$ cat config.mk
export PLATFORM = sky130hd
export DESIGN_NAME = bulls_cows_engine_flat
export DESIGN_NICKNAME = d
export VERILOG_FILES = /design/src/rtl/bulls_cows_engine_if.sv /design/src/rtl/bulls_cows_engine.sv /design/src/flat_wrapper.sv
export SDC_FILE = /design/constraint.sdc
export NUM_CORES = 1
export LEC_CHECK = 0
export ABC_AREA = 1
export CORE_MARGIN = 10
export CORE_UTILIZATION = 58
export DETAILED_ROUTE_END_ITERATION = 8
export PLACE_DENSITY = 0.83
export SYNTH_ARGS = -nofsm -noshare
export SYNTH_HDL_FRONTEND = slang
export SYNTH_SLANG_ARGS = --single-unit
$ cat constraint.sdc
create_clock -name clock -period 3.6 [get_ports clock]
set_clock_uncertainty 0.1 [all_clocks]
set_input_delay 0.9 -clock clock [delete_from_list [all_inputs] [get_ports clock]]
set_output_delay 0.9 -clock clock [all_outputs]
set_load 0.005 [all_outputs]
$ cat src/rtl/bulls_cows_engine_if.sv
// Player-facing bus of the Bulls & Cows core: guess/confirm entry plus scoring/status outputs.
interface bulls_cows_engine_if #(
    parameter int N_DIGITS = 4,
    parameter int DIGIT_W  = 4,
    parameter int ROUND_W  = 8
);
    localparam int BC_W = $clog2(N_DIGITS + 1);

    logic [N_DIGITS*DIGIT_W-1:0] guess;
    logic                        confirm;
    logic [2:0]                  state;
    logic                        player;
    logic [BC_W-1:0]             bulls;
    logic [BC_W-1:0]             cows;
    logic                        result_valid;
    logic                        win_flag;
    logic                        winner;
    logic [ROUND_W-1:0]          round_count;
    logic                        err_invalid;

    modport master (
        output guess, confirm,
        input  state, player, bulls, cows, result_valid, win_flag, winner,
               round_count, err_invalid
    );

    modport slave (
        input  guess, confirm,
        output state, player, bulls, cows, result_valid, win_flag, winner,
               round_count, err_invalid
    );
endinterface

$ cat src/rtl/bulls_cows_engine.sv
// Two-player Bulls & Cows core, scoring one digit per clock.
// Optional entry validation (digits 0..9, all distinct) enabled by `define BULLS_COWS_VALIDATE_EN.
module bulls_cows_engine #(
    parameter int N_DIGITS   = 4,
    parameter int DIGIT_W    = 4,
    parameter int MAX_ROUNDS = 0,
    parameter int ROUND_W    = 8
) (
    input  logic              clock,
    input  logic              reset,
    bulls_cows_engine_if.slave bus
);
    localparam int BC_W  = $clog2(N_DIGITS + 1);
    localparam int IDX_W = $clog2(N_DIGITS);
    localparam int GW    = N_DIGITS * DIGIT_W;

    typedef enum logic [2:0] {
        S_SECRET1 = 3'd0,
        S_SECRET2 = 3'd1,
        S_GUESS   = 3'd2,
        S_SCORE   = 3'd3,
        S_RESULT  = 3'd4,
        S_WIN     = 3'd5,
        S_DRAW    = 3'd6
    } state_t;

    state_t             state_reg, state_next;
    logic               player_reg, player_next;
    logic [BC_W-1:0]    bulls_reg, bulls_next;
    logic [BC_W-1:0]    cows_reg, cows_next;
    logic               result_valid_reg, result_valid_next;
    logic               winner_reg, winner_next;
    logic [ROUND_W-1:0] round_reg, round_next;
    logic               err_reg, err_next;
    logic [GW-1:0]      secret_p1_reg, secret_p1_next;
    logic [GW-1:0]      secret_p2_reg, secret_p2_next;
    logic [GW-1:0]      guess_reg, guess_next;
    logic [IDX_W-1:0]   idx_reg, idx_next;
    logic               confirm_reg;

    logic               confirm_edge;
    logic               entry_ok;
    logic [GW-1:0]      secret_opp;
    logic [DIGIT_W-1:0] g_d [N_DIGITS];
    logic [DIGIT_W-1:0] s_d [N_DIGITS];
    logic [DIGIT_W-1:0] g_cur, s_cur;
    logic [N_DIGITS-1:0] cow_hit;
    logic               bull_hit, cow_inc;
    logic [BC_W-1:0]    bulls_sum;
    logic [ROUND_W-1:0] round_inc;

    assign confirm_edge = bus.confirm & ~confirm_reg;
    // Player 0 guesses against player 1's secret, which is stored as secret_p2.
    assign secret_opp   = player_reg ? secret_p1_reg : secret_p2_reg;

    generate
        for (genvar gi = 0; gi < N_DIGITS; gi++) begin : g_digits
            assign g_d[gi]     = guess_reg[gi*DIGIT_W +: DIGIT_W];
            assign s_d[gi]     = secret_opp[gi*DIGIT_W +: DIGIT_W];
            assign cow_hit[gi] = (s_d[gi] == g_cur) && (idx_reg != IDX_W'(gi));
        end
    endgenerate

    assign g_cur     = g_d[idx_reg];
    assign s_cur     = s_d[idx_reg];
    assign bull_hit  = (g_cur == s_cur);
    assign cow_inc   = ~bull_hit & (|cow_hit);
    assign bulls_sum = bulls_reg + BC_W'(bull_hit);
    assign round_inc = (round_reg == {ROUND_W{1'b1}}) ? round_reg : round_reg + 1'b1;

`ifdef BULLS_COWS_VALIDATE_EN
    logic [DIGIT_W-1:0]  in_d [N_DIGITS];
    logic [N_DIGITS-1:0] digit_ok;
    logic                dup_found;

    generate
        for (genvar gi = 0; gi < N_DIGITS; gi++) begin : g_valid
            assign in_d[gi]     = bus.guess[gi*DIGIT_W +: DIGIT_W];
            assign digit_ok[gi] = (32'(in_d[gi]) <= 32'd9);
        end
    endgenerate

    always_comb begin
        dup_found = 1'b0;
        for (int i = 0; i < N_DIGITS; i++) begin
            for (int j = i + 1; j < N_DIGITS; j++) begin
                if (in_d[i] == in_d[j]) dup_found = 1'b1;
            end
        end
    end

    assign entry_ok = (&digit_ok) & ~dup_found;
`else
    assign entry_ok = 1'b1;
`endif

    always_comb begin
        state_next        = state_reg;
        player_next       = player_reg;
        bulls_next        = bulls_reg;
        cows_next         = cows_reg;
        result_valid_next = 1'b0;
        winner_next       = winner_reg;
        round_next        = round_reg;
        err_next          = 1'b0;
        secret_p1_next    = secret_p1_reg;
        secret_p2_next    = secret_p2_reg;
        guess_next        = guess_reg;
        idx_next          = idx_reg;
        case (state_reg)
            S_SECRET1: if (confirm_edge) begin
                if (entry_ok) begin
                    secret_p1_next = bus.guess;
                    state_next     = S_SECRET2;
                end else begin
                    err_next = 1'b1;
                end
            end
            S_SECRET2: if (confirm_edge) begin
                if (entry_ok) begin
                    secret_p2_next = bus.guess;
                    player_next    = 1'b0;
                    state_next     = S_GUESS;
                end else begin
                    err_next = 1'b1;
                end
            end
            S_GUESS: if (confirm_edge) begin
                if (entry_ok) begin
                    guess_next = bus.guess;
                    bulls_next = '0;
                    cows_next  = '0;
                    idx_next   = '0;
                    state_next = S_SCORE;
                end else begin
                    err_next = 1'b1;
                end
            end
            S_SCORE: begin
                bulls_next = bulls_sum;
                cows_next  = cows_reg + BC_W'(cow_inc);
                if (idx_reg == IDX_W'(N_DIGITS - 1)) begin
                    result_valid_next = 1'b1;
                    if (bulls_sum == BC_W'(N_DIGITS)) begin
                        state_next  = S_WIN;
                        winner_next = player_reg;
                    end else begin
                        state_next = S_RESULT;
                    end
                end else begin
                    idx_next = idx_reg + 1'b1;
                end
            end
            S_RESULT: if (confirm_edge) begin
                // A full round closes when player 1 finishes its guess.
                if (player_reg) round_next = round_inc;
                if (player_reg && (MAX_ROUNDS != 0) && (32'(round_inc) == 32'(MAX_ROUNDS))) begin
                    state_next = S_DRAW;
                end else begin
                    player_next = ~player_reg;
                    state_next  = S_GUESS;
                end
            end
            S_WIN, S_DRAW: if (confirm_edge) begin
                state_next     = S_SECRET1;
                player_next    = 1'b0;
                bulls_next     = '0;
                cows_next      = '0;
                winner_next    = 1'b0;
                round_next     = '0;
                secret_p1_next = '0;
                secret_p2_next = '0;
                guess_next     = '0;
                idx_next       = '0;
            end
            default: state_next = S_SECRET1;
        endcase
    end

    always_ff @(posedge clock or posedge reset) begin
        if (reset) begin
            state_reg        <= S_SECRET1;
            player_reg       <= 1'b0;
            bulls_reg        <= '0;
            cows_reg         <= '0;
            result_valid_reg <= 1'b0;
            winner_reg       <= 1'b0;
            round_reg        <= '0;
            err_reg          <= 1'b0;
            secret_p1_reg    <= '0;
            secret_p2_reg    <= '0;
            guess_reg        <= '0;
            idx_reg          <= '0;
            confirm_reg      <= 1'b0;
        end else begin
            state_reg        <= state_next;
            player_reg       <= player_next;
            bulls_reg        <= bulls_next;
            cows_reg         <= cows_next;
            result_valid_reg <= result_valid_next;
            winner_reg       <= winner_next;
            round_reg        <= round_next;
            err_reg          <= err_next;
            secret_p1_reg    <= secret_p1_next;
            secret_p2_reg    <= secret_p2_next;
            guess_reg        <= guess_next;
            idx_reg          <= idx_next;
            confirm_reg      <= bus.confirm;
        end
    end

    assign bus.state        = state_reg;
    assign bus.player       = player_reg;
    assign bus.bulls        = bulls_reg;
    assign bus.cows         = cows_reg;
    assign bus.result_valid = result_valid_reg;
    assign bus.win_flag     = (state_reg == S_WIN);
    assign bus.winner       = winner_reg;
    assign bus.round_count  = round_reg;
    assign bus.err_invalid  = err_reg;
endmodule

$ cat src/flat_wrapper.sv
// flat-port wrapper written by rule: the top's interface ports become plain ports
module bulls_cows_engine_flat 
#(
    parameter int N_DIGITS   = 4,
    parameter int DIGIT_W    = 4,
    parameter int MAX_ROUNDS = 0,
    parameter int ROUND_W    = 8
)
  (clock, reset, bus_guess, bus_confirm, bus_state, bus_player, bus_bulls, bus_cows, bus_result_valid, bus_win_flag, bus_winner, bus_round_count, bus_err_invalid);
  bulls_cows_engine_if #(.N_DIGITS(N_DIGITS), .DIGIT_W(DIGIT_W), .ROUND_W(ROUND_W)) bus_i ();
  input  logic clock;
  input  logic reset;
  input wire logic [$bits(bus_i.guess)-1:0] bus_guess;
  input wire logic [$bits(bus_i.confirm)-1:0] bus_confirm;
  output wire logic [$bits(bus_i.state)-1:0] bus_state;
  output wire logic [$bits(bus_i.player)-1:0] bus_player;
  output wire logic [$bits(bus_i.bulls)-1:0] bus_bulls;
  output wire logic [$bits(bus_i.cows)-1:0] bus_cows;
  output wire logic [$bits(bus_i.result_valid)-1:0] bus_result_valid;
  output wire logic [$bits(bus_i.win_flag)-1:0] bus_win_flag;
  output wire logic [$bits(bus_i.winner)-1:0] bus_winner;
  output wire logic [$bits(bus_i.round_count)-1:0] bus_round_count;
  output wire logic [$bits(bus_i.err_invalid)-1:0] bus_err_invalid;
  assign bus_i.guess = bus_guess;
  assign bus_i.confirm = bus_confirm;
  assign bus_state = bus_i.state;
  assign bus_player = bus_i.player;
  assign bus_bulls = bus_i.bulls;
  assign bus_cows = bus_i.cows;
  assign bus_result_valid = bus_i.result_valid;
  assign bus_win_flag = bus_i.win_flag;
  assign bus_winner = bus_i.winner;
  assign bus_round_count = bus_i.round_count;
  assign bus_err_invalid = bus_i.err_invalid;
  bulls_cows_engine #(.N_DIGITS(N_DIGITS), .DIGIT_W(DIGIT_W), .MAX_ROUNDS(MAX_ROUNDS), .ROUND_W(ROUND_W)) u_core (.clock(clock), .reset(reset), .bus(bus_i));
endmodule
# Word-level counts from Yosys, hierarchy flattened
# Cells that the tools add are included.
# Widths: inputs -> output; s select.
# word_totals
regBits,71
elab_cells,117
inputBits,19
# classes
n_reduce_logical,27
muxes,37
addsub,4
order_cmp,1
bitwise,6
eq_ne,30
# ops
op,n
$pmux 16 s2,3
$mux 16,3
$mux 8,4
$ne 2x1->1 const B,12
$eq 4x4->1,5
$bmux 4 s2,2
$mux 4,4
$pmux 8 s2,1
$reduce_bool 2->1,8
$mux 3,5
$pmux 3 s5,1
$reduce_and 3->1,5
$eq 3x3->1 const B,4
$pmux 3 s2,2
$reduce_and 5->1,2
$add 8x1->8 const B,1
$eq 8x8->1 const B,1
$ne 2x2->1 const B,4
$mux 1,7
$add 3x1->3,2
$eq 3x2->1 const B,2
$reduce_or 3->1,2
$logic_and 1x1->1,4
$mux 2,2
other kinds (14),19

# Longest topological paths before layout
# Gate-level depths: netlist of the first run.
# depth
word_depth,10
mapped_depth,20
ltp_nobuf,19

# Least setup slack after synthesis of the first run
# OpenSTA, ideal clock, no wires.
# synth_path
kind,reg2reg
from,"reg u_core.player_reg, in the netlist u_core.bus.player"
to,"reg u_core.winner_reg, in the netlist u_core.bus.winner"
setup_slack_ns,1.170
t_required_ns,3.408
stages_incl_launch_ff,18
arrival_time_ns,2.238
cell_sequence,dfrtp_1 > buf_6 > buf_6 > o21ai_0 > nand2_1 > nand3_1 > nand2_1 > nand2_1 > nand2_1 > nand2_1 > nor2_2 > ha_1 > ha_1 > xor2_1 > nand4_2 > nand2_1 > nand2_1 > o31ai_2
# synth_via
elab_chain_len,9
word_cells_on_any_way,12
# synth_lines
item,line,text
"start, declared",bulls_cows_engine.sv:28,"logic player_reg, player_next;"
"start signal, assigned",bulls_cows_engine.sv:197,player_reg <= player_next;
$mux 16,bulls_cows_engine.sv:54,assign secret_opp = player_reg ? secret_p1_reg : secret_p2_reg;
$bmux 4 s2,bulls_cows_engine.sv:65,assign s_cur = s_d[idx_reg];
$mux 4 (not written as such) (2 in a row),bulls_cows_engine.sv:65,
$eq 4x4->1,bulls_cows_engine.sv:66,assign bull_hit = (g_cur == s_cur);
$add 3x1->3,bulls_cows_engine.sv:68,assign bulls_sum = bulls_reg + BC_W'(bull_hit);
$eq 3x3->1,bulls_cows_engine.sv:144,if (bulls_sum == BC_W'(N_DIGITS)) begin
$ne 2x1->1 (no line),n/a,
$reduce_and 4->1 (no line),n/a,
"end signal, assigned",bulls_cows_engine.sv:201,winner_reg <= winner_next;
"end, declared",bulls_cows_engine.sv:32,"logic winner_reg, winner_next;"
# Several ways; a longest one is shown, not always the timed one. The select of a mux whose other input is x is not followed.
# A chain may end at the register's enable or synchronous reset.

# Worst setup path after layout of the first run
# Same ends and word-level chain as after synthesis.

==> flow_metrics.py, run 1 <==
metrics = {
    "sta": {
        "whs_ns": 0.390,
        "max-slew-margin-rel_pct": 49.8,
        "clock.fmax_mhz": 341,
        "post-route-worst-setup-slack_ns": 0.672,
        "grt_setup_unrepaired": "no",
        "worst_slew_pin_slew_ns": 0.752,
        "final-hold-violation-count": 0,
        "slew_viol_final": 0,
        "final-setup-viol-count": 0,
        "post-route-min-period_ns": 2.93,
        "finalSetupTns_ns": 0,
        "finalCritPeriodShare_pct": 81.3,
    },
    "setup_path": {
        "crit_required_ns": 3.77,
        "reg_to_reg_startpoint": "u_core.bus.player",
        "timing.rr.end": "u_core.bus.winner",
        "critPathCaptureType": "flip-flop",
        "critPathArrivalTime_ns": 3.10,
        "path_cells": "buf_4 > o21ai_0 > inv_1 > nand2_1 > nand3_1 > nand2_1 > nand2_1 > nand2_1 > nand2_1 > nor2_2 > ha_1 > ha_1 > xor2_1 > nand4_2 > nand2_1 > nand2_1 > o31ai_2",
        "start_kind": "flip-flop",
        "critical_path.startpoint": "u_core.bus.player",
        "cp_dominant_cell_by_count": "sky130_fd_sc_hd__nand2_1",
        "ff2ff_path_depth": 17,
        "slowest_stage": "sky130_fd_sc_hd__dfrtp_1",
        "r2r_slack_ns": 0.67,
        "timing_worst_setup_path_type": "flip-flop to flip-flop",
        "critPathMaxStageDelay_ns": 0.40,
        "worstPathMaxFanout": 33,
    },
    "pwr": {
        "irDropWorstVdd_uv": 377,
        "cellPowerDensity_nw_per_um2": 873,
        "leakage_nw": 2.51,
    },
    "placement": {
        "detailed_place_hpwl_microns": 6810,
        "place.port_buffers": 39,
        "placedCellCount": 660,
        "gp_routability_congestion": 0.891,
        "pre_cts_slack_ns": 0.555,
    },
    "global_routing": {
        "grt_antenna_before_repair": 0,
        "grt_max_degree": 38,
        "total_gr_overflow": 0,
        "number_of_global_route_vias_before_repair": 3587,
        "global_route_usage_over_all_layers_pct": 18.0,
        "wire_length_of_the_first_global_routing_pass_microns": 16900,
    },
    "routing": {
        "routed_wl_microns": 9800,
        "drt_pass1_iterations": 5,
        "ant_nets": 0,
        "avgRoutedWirePerCell_microns": 14.5,
        "drt-vias-per-instance": 5.19,
        "drc": 0,
        "dr_total_vias": 3502,
        "initialDrtViolationCount": 222,
    },
    "finish": {
        "layout.area.seq_sq_um": 1780,
        "layout-drive-gt1-share_pct": 14.4,
        "multi_input_comb_area_sq_um": 2070,
        "final-instance-count-excl-fill": 675,
        "n_antenna_cell": 0,
        "fin_nets": 600,
        "post-route-util_pct": 67.7,
        "fillCellCount": 602,
        "layout-area-overhead-vs-synth_pct": 13.6,
    },
    "die": {
        "core_area_sq_um": 7250,
        "floorplan.die_area_sq_um": 11300,
        "ios": 41,
        "rows": 31,
        "die_y_extent_microns": 106,
        "die_width_microns": 106,
        "initial_utilization_pct": 59.6,
    },
    "status": {
        "outcome": "completed",
    },
    "min_path": {
        "hold-path-endpoint": "u_core.secret_p1_reg[8]",
        "timing.hold.worst.class": "flip-flop to flip-flop",
        "hold_path.startpoint": "u_core.secret_p1_reg[8]",
        "timing.hold.worst_path_depth": 2,
    },
    "clock_tree": {
        "clk_pin_slew_worst_paths_ns": 0.08,
        "root_buffer": "sky130_fd_sc_hd__clkbuf_8",
        "cts_buffer_depth": 2,
        "cts_buffers": 9,
        "tritoncts": "built",
        "post-cts-setup-buffer-count": 0,
        "clock_latency_ns": 0.36,
        "cts_num_sinks": 71,
        "h-tree-depth": 3,
        "cts_resized": 0,
        "cts.hold.buffers_added": 0,
    },
    "synth": {
        "fraction_of_registers_with_async_set_or_reset_after_synthesis_pct": 100,
        "syn-mean-instance-area_sq_um": 8.06,
        "gate_count_after_technology_mapping": 536,
        "synth_seq_cells": 71,
        "synth.cell_area_sq_um": 4320,
        "cells_taking_the_most_area_after_synthesis": "sky130_fd_sc_hd__dfrtp_1 (41%), sky130_fd_sc_hd__nand2_1 (14%), sky130_fd_sc_hd__inv_1 (5.8%), sky130_fd_sc_hd__mux2_2 (4.4%), sky130_fd_sc_hd__nand3_1 (4.4%)",
        "synth_top_cell_area_share_pct": 41.1,
        "synth-seq-area-share_pct": 41.1,
        "synthFlopType": "sky130_fd_sc_hd__dfrtp_1",
        "count_of_unique_library_cells_instantiated_by_yosys": 38,
        "synth.net_count": 564,
        "most_frequently_used_cell_type_in_the_post_synthesis_netlist": "sky130_fd_sc_hd__nand2_1",
        "ys_top_cells_by_count": "sky130_fd_sc_hd__nand2_1 (165), sky130_fd_sc_hd__dfrtp_1 (71), sky130_fd_sc_hd__inv_1 (67), sky130_fd_sc_hd__nand3_1 (38), sky130_fd_sc_hd__nor2_1 (38)",
        "yosys.area.top_type": "sky130_fd_sc_hd__dfrtp_1",
        "synth.yosys.warnings": 0,
        "number_of_enable_flip_flop_cells_after_synthesis": 0,
    },
    "run": {
        "drv_cap": 0,
    },
}
==> cell usage in the layout, fill, tap and decap left out, drive strengths merged <==
cell,count
a21oi,5
a22o,3
buf,4
bufinv,2
clkbuf,9
clkdlybuf4s50,39
clkinv,3
clkinvlp,1
conb,1
dfrtp,71
ha,9
inv,76
mux2,26
nand2,173
nand3,38
nand3b,1
nand4,2
nor2,47
nor3,4
o211ai,3
o21ai,48
o21bai,1
o31ai,1
or2,1
xor2,8
==> metal layers <==
layer | part of all wire (%) | routed length, microns | global-route usage, % | vias up
li1 | - | - | - | 1760
met1 | 45 | 4430 | 22.5 | 1622
met2 | 48 | 4660 | 29.5 | 98
met3 | 5.2 | 508 | 3.86 | 22
met4 | 2.1 | 201 | 7.74 | 0
met5 | 0 | 0 | 0 | -
==> worst max path at each step <==
stage                               end  depth (start not counted)
6_report              u_core.bus.winner                         17
4_1_cts               u_core.bus.winner                         18
3_5_place_dp    u_core.secret_p2_reg[6]                          6
2_1_floorplan       u_core.bus.bulls[0]                          1
5_1_grt               u_core.bus.winner                         19
3_3_place_gp   u_core.secret_p2_reg[11]                          6
==> critical path: cells and delay by family, from the launching register on <==
family | cells | cell delay, ns
compound gates | 2 | 0.50
xor+xnor | 1 | 0.24
fa+ha+maj | 2 | 0.31
buf+inv | 2 | 0.34
flops | 1 | 0.40
simple gates | 10 | 0.95
==> cell families after synthesis <==
logic type      count (synthesis)  synth area share [%]
compound gates                 61                  8.86
xor+xnor                        8                  1.62
fa+ha+maj                       9                  2.61
buf+inv                        94                  10.9
flops                          71                  41.1
mux                            26                  7.56
other cells                     1                0.0868
simple gates                  266                  27.2
==> layout make-up <==
type	instances	share of cell area [%]
Clock buffer	9	2.52
Inverter	76	6.01
Timing Repair Buffer	43	8.82
Clock inverter	6	1.76
Sequential cell	71	36.2
Multi-Input combinational cell	371	42.2
Tap cell	99	2.52
==> power by group <==
group | internal (mW) | switching [mW]
clock network | 0.385 | 0.306
logic | 0.887 | 1.32
registers | 1.13 | 0.259
==> through the flow <==
step	area, sq um	total power, mW
6_report	4910	4.29
2_1_floorplan	4320	3.07
3_5_place_dp	4700	3.56
5_1_grt	4910	4.66
3_3_place_gp	4700	3.47
4_1_cts	4910	4.28
(Power assumes the default switching activity.)
==> inputs of run 2 (changes only) <==
--- a/config.mk
+++ b/config.mk
@@ -7,9 +7,9 @@
 export LEC_CHECK = 0
 export ABC_AREA = 1
 export CORE_MARGIN = 10
-export CORE_UTILIZATION = 58
+export CORE_UTILIZATION = 52
 export DETAILED_ROUTE_END_ITERATION = 8
-export PLACE_DENSITY = 0.83
+export PLACE_DENSITY = 0.78
 export SYNTH_ARGS = -nofsm -noshare
 export SYNTH_HDL_FRONTEND = slang
 export SYNTH_SLANG_ARGS = --single-unit
==> constraint.sdc (replaced) <==
create_clock -name clock -period 2.44 [get_ports clock]
set_clock_uncertainty 0.1 [all_clocks]
set_input_delay 0.61 -clock clock [delete_from_list [all_inputs] [get_ports clock]]
set_output_delay 0.61 -clock clock [all_outputs]
set_load 0.005 [all_outputs]
==> flow_metrics.py, run 2 (synthesis gave the netlist of run 1 again) <==
metrics = {
    "finish": {
        "fin_nets": 644,
        "layout.cells.most_common_list": "sky130_fd_sc_hd__nand2_1 (157), sky130_fd_sc_hd__dfrtp_1 (68), sky130_fd_sc_hd__inv_1 (64)",
        "layout_commonest_cell": "sky130_fd_sc_hd__nand2_1",
        "layout-drive-gt1-share_pct": 27.1,
        "layout-area-overhead-vs-synth_pct": 30.1,
        "post-route-cell-area_sq_um": 5620,
        "n_antenna_cell": 0,
    },
    "sta": {
        "slew_viol_final": 0,
        "post-route-worst-setup-slack_ns": -0.436,
        "final-setup-viol-count": 7,
        "max-slew-margin-rel_pct": 63.8,
        "grt_setup_unrepaired": "yes",
        "final-hold-violation-count": 0,
        "finalSetupTns_ns": -1.45,
        "post-route-min-period_ns": 2.88,
        "whs_ns": 0.385,
        "clock.fmax_mhz": 348,
        "worst_slew_pin_slew_ns": 0.541,
        "finalCritPeriodShare_pct": 118,
    },
    "clock_tree": {
        "tritoncts": "built",
        "cts_buffer_depth": 2,
        "cts_num_sinks": 71,
        "cts_buffers": 9,
        "clk_pin_slew_worst_paths_ns": 0.07,
        "clock_latency_ns": 0.35,
        "root_buffer": "sky130_fd_sc_hd__clkbuf_8",
        "h-tree-depth": 3,
    },
    "routing": {
        "drc": 0,
        "routed_wl_microns": 11600,
        "initialDrtViolationCount": 174,
        "drt-vias-per-instance": 5.37,
        "drt_pass1_iterations": 5,
        "avgRoutedWirePerCell_microns": 15.9,
        "dr_total_vias": 3890,
        "ant_nets": 0,
    },
    "global_routing": {
        "wire_length_of_the_first_global_routing_pass_microns": 17600,
        "global_route_usage_over_all_layers_pct": 16.7,
        "grt_antenna_before_repair": 0,
        "number_of_global_route_vias_before_repair": 3708,
        "total_gr_overflow": 0,
        "grt_max_degree": 72,
    },
    "placement": {
        "placed_cell_area_sq_um": 5050,
        "detailed_place_hpwl_microns": 7280,
        "place.port_buffers": 39,
        "gp_routability_congestion": 0.924,
    },
    "die": {
        "die_y_extent_microns": 111,
        "ios": 41,
        "core_area_sq_um": 8130,
        "initial_utilization_pct": 53.1,
        "die_width_microns": 111,
        "rows": 33,
        "floorplan.die_area_sq_um": 12400,
    },
    "setup_path": {
        "critPathArrivalTime_ns": 3.04,
        "critPathMaxStageDelay_ns": 0.50,
        "slowest_stage": "sky130_fd_sc_hd__dfrtp_2",
        "worstPathMaxFanout": 7,
        "start_kind": "flip-flop",
        "cp_dominant_cell_by_count": "sky130_fd_sc_hd__nand2_1",
        "cp_top_family": "simple AND/OR/NAND/NOR gates",
        "crit_required_ns": 2.60,
        "critPathCaptureType": "flip-flop",
        "worst-path-buf-inv": 2,
        "timing_worst_setup_path_type": "flip-flop to flip-flop",
        "path_cells": "buf_12 > buf_6 > o211ai_1 > nand3_1 > nand2_1 > nand2_1 > nand2_1 > nand2_2 > nor2_4 > ha_4 > ha_4 > xor2_4 > nand4_2 > nand2_1 > nand2_2 > o31ai_2",
    },
    "pwr": {
        "post-layout-total-power_mw": 7.76,
        "irDropWorstVdd_uv": 564,
        "leakage_nw": 2.82,
        "cellPowerDensity_nw_per_um2": 1380,
    },
    "min_path": {
        "timing.hold.worst.class": "flip-flop to flip-flop",
    },
    "status": {
        "outcome": "complete, but fails checks",
        "failing_checks": "setup timing",
    },
    "run": {
        "drv_cap": 0,
    },
}
[run 2: cell count changes in the layout (fill, tap and decap cells not counted), sizes merged]
cell	previous run	this run
bufinv	2	1
clkbuf	9	16
clkinv	3	2
clkinvlp	1	2
buf	4	44
inv	76	74
[run 2: worst register-to-register path: cells and delay by family (launching register included)]
| family | cells | cell delay, ns |
|---|---|---|
| AOI/OAI and AO/OA | 2 | 0.41 |
| xor gates and xnor gates | 1 | 0.17 |
| and+or+nand+nor | 9 | 1.00 |
| DFF | 1 | 0.50 |
| adders and majority gates | 2 | 0.31 |
| buffers and inverters | 2 | 0.31 |
[run 2: repair_timing]
| item | CTS | global route |
|---|---|---|
| hold buffers | 0 | 0 |
| gates cloned | 0 | 5 |
| pin swaps | 1 | 15 |
| endpoints found under the setup margin | 3 | 8 |
| buffers inserted | 0 | 3 |
| gates resized for setup | 10 | 59 |
[run 2: where the power goes]
| part | internal, mW | switching [mW] | leakage [nW] | total, mW |
|---|---|---|---|---|
| sequential | 1.68 | 0.370 | 0.879 | 2.05 |
| combinational | 2.19 | 2.56 | 1.84 | 4.76 |
| clock | 0.521 | 0.439 | 0.0985 | 0.961 |
[run 2: final timing paths]
kind	start	end	slack, ns	cells past startpoint
setup / recovery	u_core.bus.player	u_core.bus.winner	-0.44	16
hold / removal	u_core.secret_p1_reg[9]	u_core.secret_p1_reg[9]	0.39	2
setup reg to reg	u_core.bus.player	u_core.bus.winner	-0.44	16
hold reg to reg	u_core.secret_p1_reg[9]	u_core.secret_p1_reg[9]	0.39	2
max in group asynchronous	reset	u_core.bus.player	1.30	3
min in group asynchronous	reset	u_core.bus.state[2]	0.57	3
[run 2: layer usage]
layer / GRT usage, % / share of wire [%] / up-vias
met2: 28.7 / 51 / 134
li1: - / - / 1847
met1: 19.8 / 40 / 1877
met3: 3.90 / 6.2 / 32
met5: 0 / 0 / -
met4: 5.74 / 2.7 / 0
[run 2: cell type report]
| cell class | count | area [sq um] |
|---|---|---|
| fillers | 604 | 2510 |
| well taps | 105 | 131 |
| flip-flops and latches | 71 | 1780 |
| multi-input cells | 371 | 2290 |
| inverters | 76 | 314 |
| clock inverters | 3 | 42.5 |
| repair buffers | 87 | 907 |
| clock buffers | 12 | 155 |
[run 2: through the flow]
step                utilization [%]  instances  worst slack, ns
floorplan                         -        536           0.0105
global placement               62.1        703          -0.0629
detailed placement             62.1        703           -0.247
CTS                            64.8        718           -0.173
global route                   69.1        725           -0.546
finish                         69.1        725           -0.436
==> inputs of run 3 (changes only) <==
==> constraint.sdc (replaced) <==
create_clock -name clock -period 2.44 [get_ports clock]
set_clock_uncertainty 0.1 [all_clocks]
set_input_delay 0.488 -clock clock [delete_from_list [all_inputs] [get_ports clock]]
set_output_delay 0.488 -clock clock [all_outputs]
set_load 0.005 [all_outputs]
==> flow_metrics.py, run 3 (synthesis gave the netlist of run 1 again) <==
metrics = {
    "setup_path": {
        "critPathArrivalTime_ns": 2.73,
        "path_cells": "buf_12 > o21ai_2 > inv_1 > nand2_1 > nand3_2 > nand2_1 > nand2_1 > nand2_1 > nand2_2 > nor2_4 > ha_4 > ha_4 > xor2_2 > nand4_2 > nand2_1 > nand2_2 > o31ai_2",
        "worst-path-buf-inv": 2,
        "crit_required_ns": 2.61,
        "cp_top_family": "simple AND/OR/NAND/NOR gates",
        "start_kind": "flip-flop",
        "worstPathMaxFanout": 8,
        "timing.rr.end": "u_core.bus.winner",
        "timing_worst_setup_path_type": "flip-flop to flip-flop",
        "r2r_slack_ns": -0.12,
        "critPathCaptureType": "flip-flop",
        "ff2ff_path_depth": 17,
        "critPathMaxStageDelay_ns": 0.49,
        "reg_to_reg_startpoint": "u_core.bus.player",
        "slowest_stage": "sky130_fd_sc_hd__dfrtp_2",
        "cp_dominant_cell_by_count": "sky130_fd_sc_hd__nand2_1",
        "critical_path.startpoint": "u_core.bus.player",
    },
    "finish": {
        "layout.cells.most_common_list": "sky130_fd_sc_hd__nand2_1 (159), sky130_fd_sc_hd__dfrtp_1 (70), sky130_fd_sc_hd__inv_1 (64)",
        "layout-drive-gt1-share_pct": 25.1,
        "final-instance-count-excl-fill": 727,
        "layout_commonest_cell": "sky130_fd_sc_hd__nand2_1",
        "fillCellCount": 620,
        "layout.area.seq_sq_um": 1780,
        "fin_nets": 646,
        "n_antenna_cell": 0,
        "multi_input_comb_area_sq_um": 2200,
        "layout-area-overhead-vs-synth_pct": 26.9,
    },
    "clock_tree": {
        "root_buffer": "sky130_fd_sc_hd__clkbuf_8",
        "cts_num_sinks": 71,
        "clock_latency_ns": 0.35,
        "clk_pin_slew_worst_paths_ns": 0.08,
        "h-tree-depth": 3,
        "cts_buffer_depth": 2,
        "tritoncts": "built",
        "cts_buffers": 9,
    },
    "run": {
        "drv_cap": 0,
    },
    "die": {
        "die_width_microns": 111,
        "core_area_sq_um": 8130,
        "die_y_extent_microns": 111,
        "initial_utilization_pct": 53.1,
        "ios": 41,
        "rows": 33,
        "floorplan.die_area_sq_um": 12400,
    },
    "sta": {
        "finalSetupTns_ns": -0.365,
        "post-route-worst-setup-slack_ns": -0.118,
        "slew_viol_final": 0,
        "clock.fmax_mhz": 391,
        "max-slew-margin-rel_pct": 64.4,
        "worst_slew_pin_slew_ns": 0.532,
        "finalCritPeriodShare_pct": 105,
        "post-route-min-period_ns": 2.56,
        "final-setup-viol-count": 5,
        "final-hold-violation-count": 0,
        "grt_setup_unrepaired": "yes",
    },
    "routing": {
        "routed_wl_microns": 10800,
        "drt_pass1_iterations": 5,
        "ant_nets": 0,
        "initialDrtViolationCount": 247,
        "drt-vias-per-instance": 5.24,
        "avgRoutedWirePerCell_microns": 14.8,
        "dr_total_vias": 3806,
        "drc": 0,
    },
    "status": {
        "failing_checks": "setup timing",
        "outcome": "complete, but fails checks",
    },
    "placement": {
        "gp_routability_congestion": 0.906,
        "placedCellCount": 702,
        "place.port_buffers": 39,
        "detailed_place_hpwl_microns": 7270,
    },
    "pwr": {
        "cellPowerDensity_nw_per_um2": 1330,
        "irDropWorstVdd_uv": 529,
        "leakage_nw": 2.77,
    },
    "min_path": {
        "timing.hold.worst.class": "flip-flop to flip-flop",
        "timing.hold.worst_path_depth": 2,
        "hold-path-endpoint": "u_core.secret_p1_reg[3]",
        "hold_path.startpoint": "u_core.secret_p1_reg[3]",
    },
    "global_routing": {
        "grt_antenna_before_repair": 0,
        "grt_max_degree": 72,
        "global_route_usage_over_all_layers_pct": 15.9,
        "wire_length_of_the_first_global_routing_pass_microns": 16900,
        "number_of_global_route_vias_before_repair": 3685,
        "total_gr_overflow": 0,
    },
}
## run 3: power breakdown
part	switching, mW	total (mW)	leakage [nW]	internal, mW
Clock	0.446	0.832	0.0850	0.386
Combinational	2.33	4.42	1.80	2.09
Sequential	0.381	2.06	0.882	1.67
## run 3: how the worst max path moves through the flow
stage | end | slack [ns] | cells past startpoint
2_1_floorplan | u_core.bus.winner | 0.01 | 17
3_3_place_gp | u_core.bus.winner | -0.06 | 18
3_5_place_dp | u_core.bus.winner | -0.28 | 15
4_1_cts | u_core.bus.winner | -0.10 | 16
5_1_grt | u_core.bus.winner | -0.28 | 17
6_report | u_core.bus.winner | -0.12 | 17
## run 3: tightest hold or removal path, stage by stage (launching register included)
cell and delay, ns:
sky130_fd_sc_hd__dfrtp_1 0.36, sky130_fd_sc_hd__nand2_1 0.05, sky130_fd_sc_hd__nand2_1 0.05
## run 3: per-layer routing
metal / up-vias / track usage [%] / share of wire [%]
li1: 1849 / - / -
met1: 1812 / 19.0 / 42
met2: 120 / 27.6 / 50
met3: 25 / 3.41 / 5.8
met4: 0 / 5.14 / 1.9
met5: - / 0 / 0
## run 3: what timing repair did
item,4_1_cts,5_1_grt
gates resized for setup,8,38
pin swaps,1,11
cloned,0,3
hold buffers,0,0
setup buffers,2,5
setup endpoints to repair,4,8
## run 3: area by class of cell
class	instances	area share [%]
well taps	105	2.40
clock inverters	4	0.411
inverters	76	5.61
multi-input cells	371	40.2
flip-flops and latches	71	32.4
repair buffers	89	16.4
clock buffers	11	2.58
## run 3: stage by stage
stage                     util, %  power, mW  setup slack (ns)  instance area (sq um)  hold slack [ns]
after detailed placement     62.1       5.90            -0.276                   5050            0.372
after CTS                    64.5       6.78            -0.101                   5250            0.393
final                        67.4       7.31            -0.118                   5480            0.393
after floorplan                 -       4.53            0.0105                   4320            0.349
after global placement       62.1       5.75           -0.0582                   5050            0.364
after global routing         67.4       7.89            -0.276                   5480            0.414
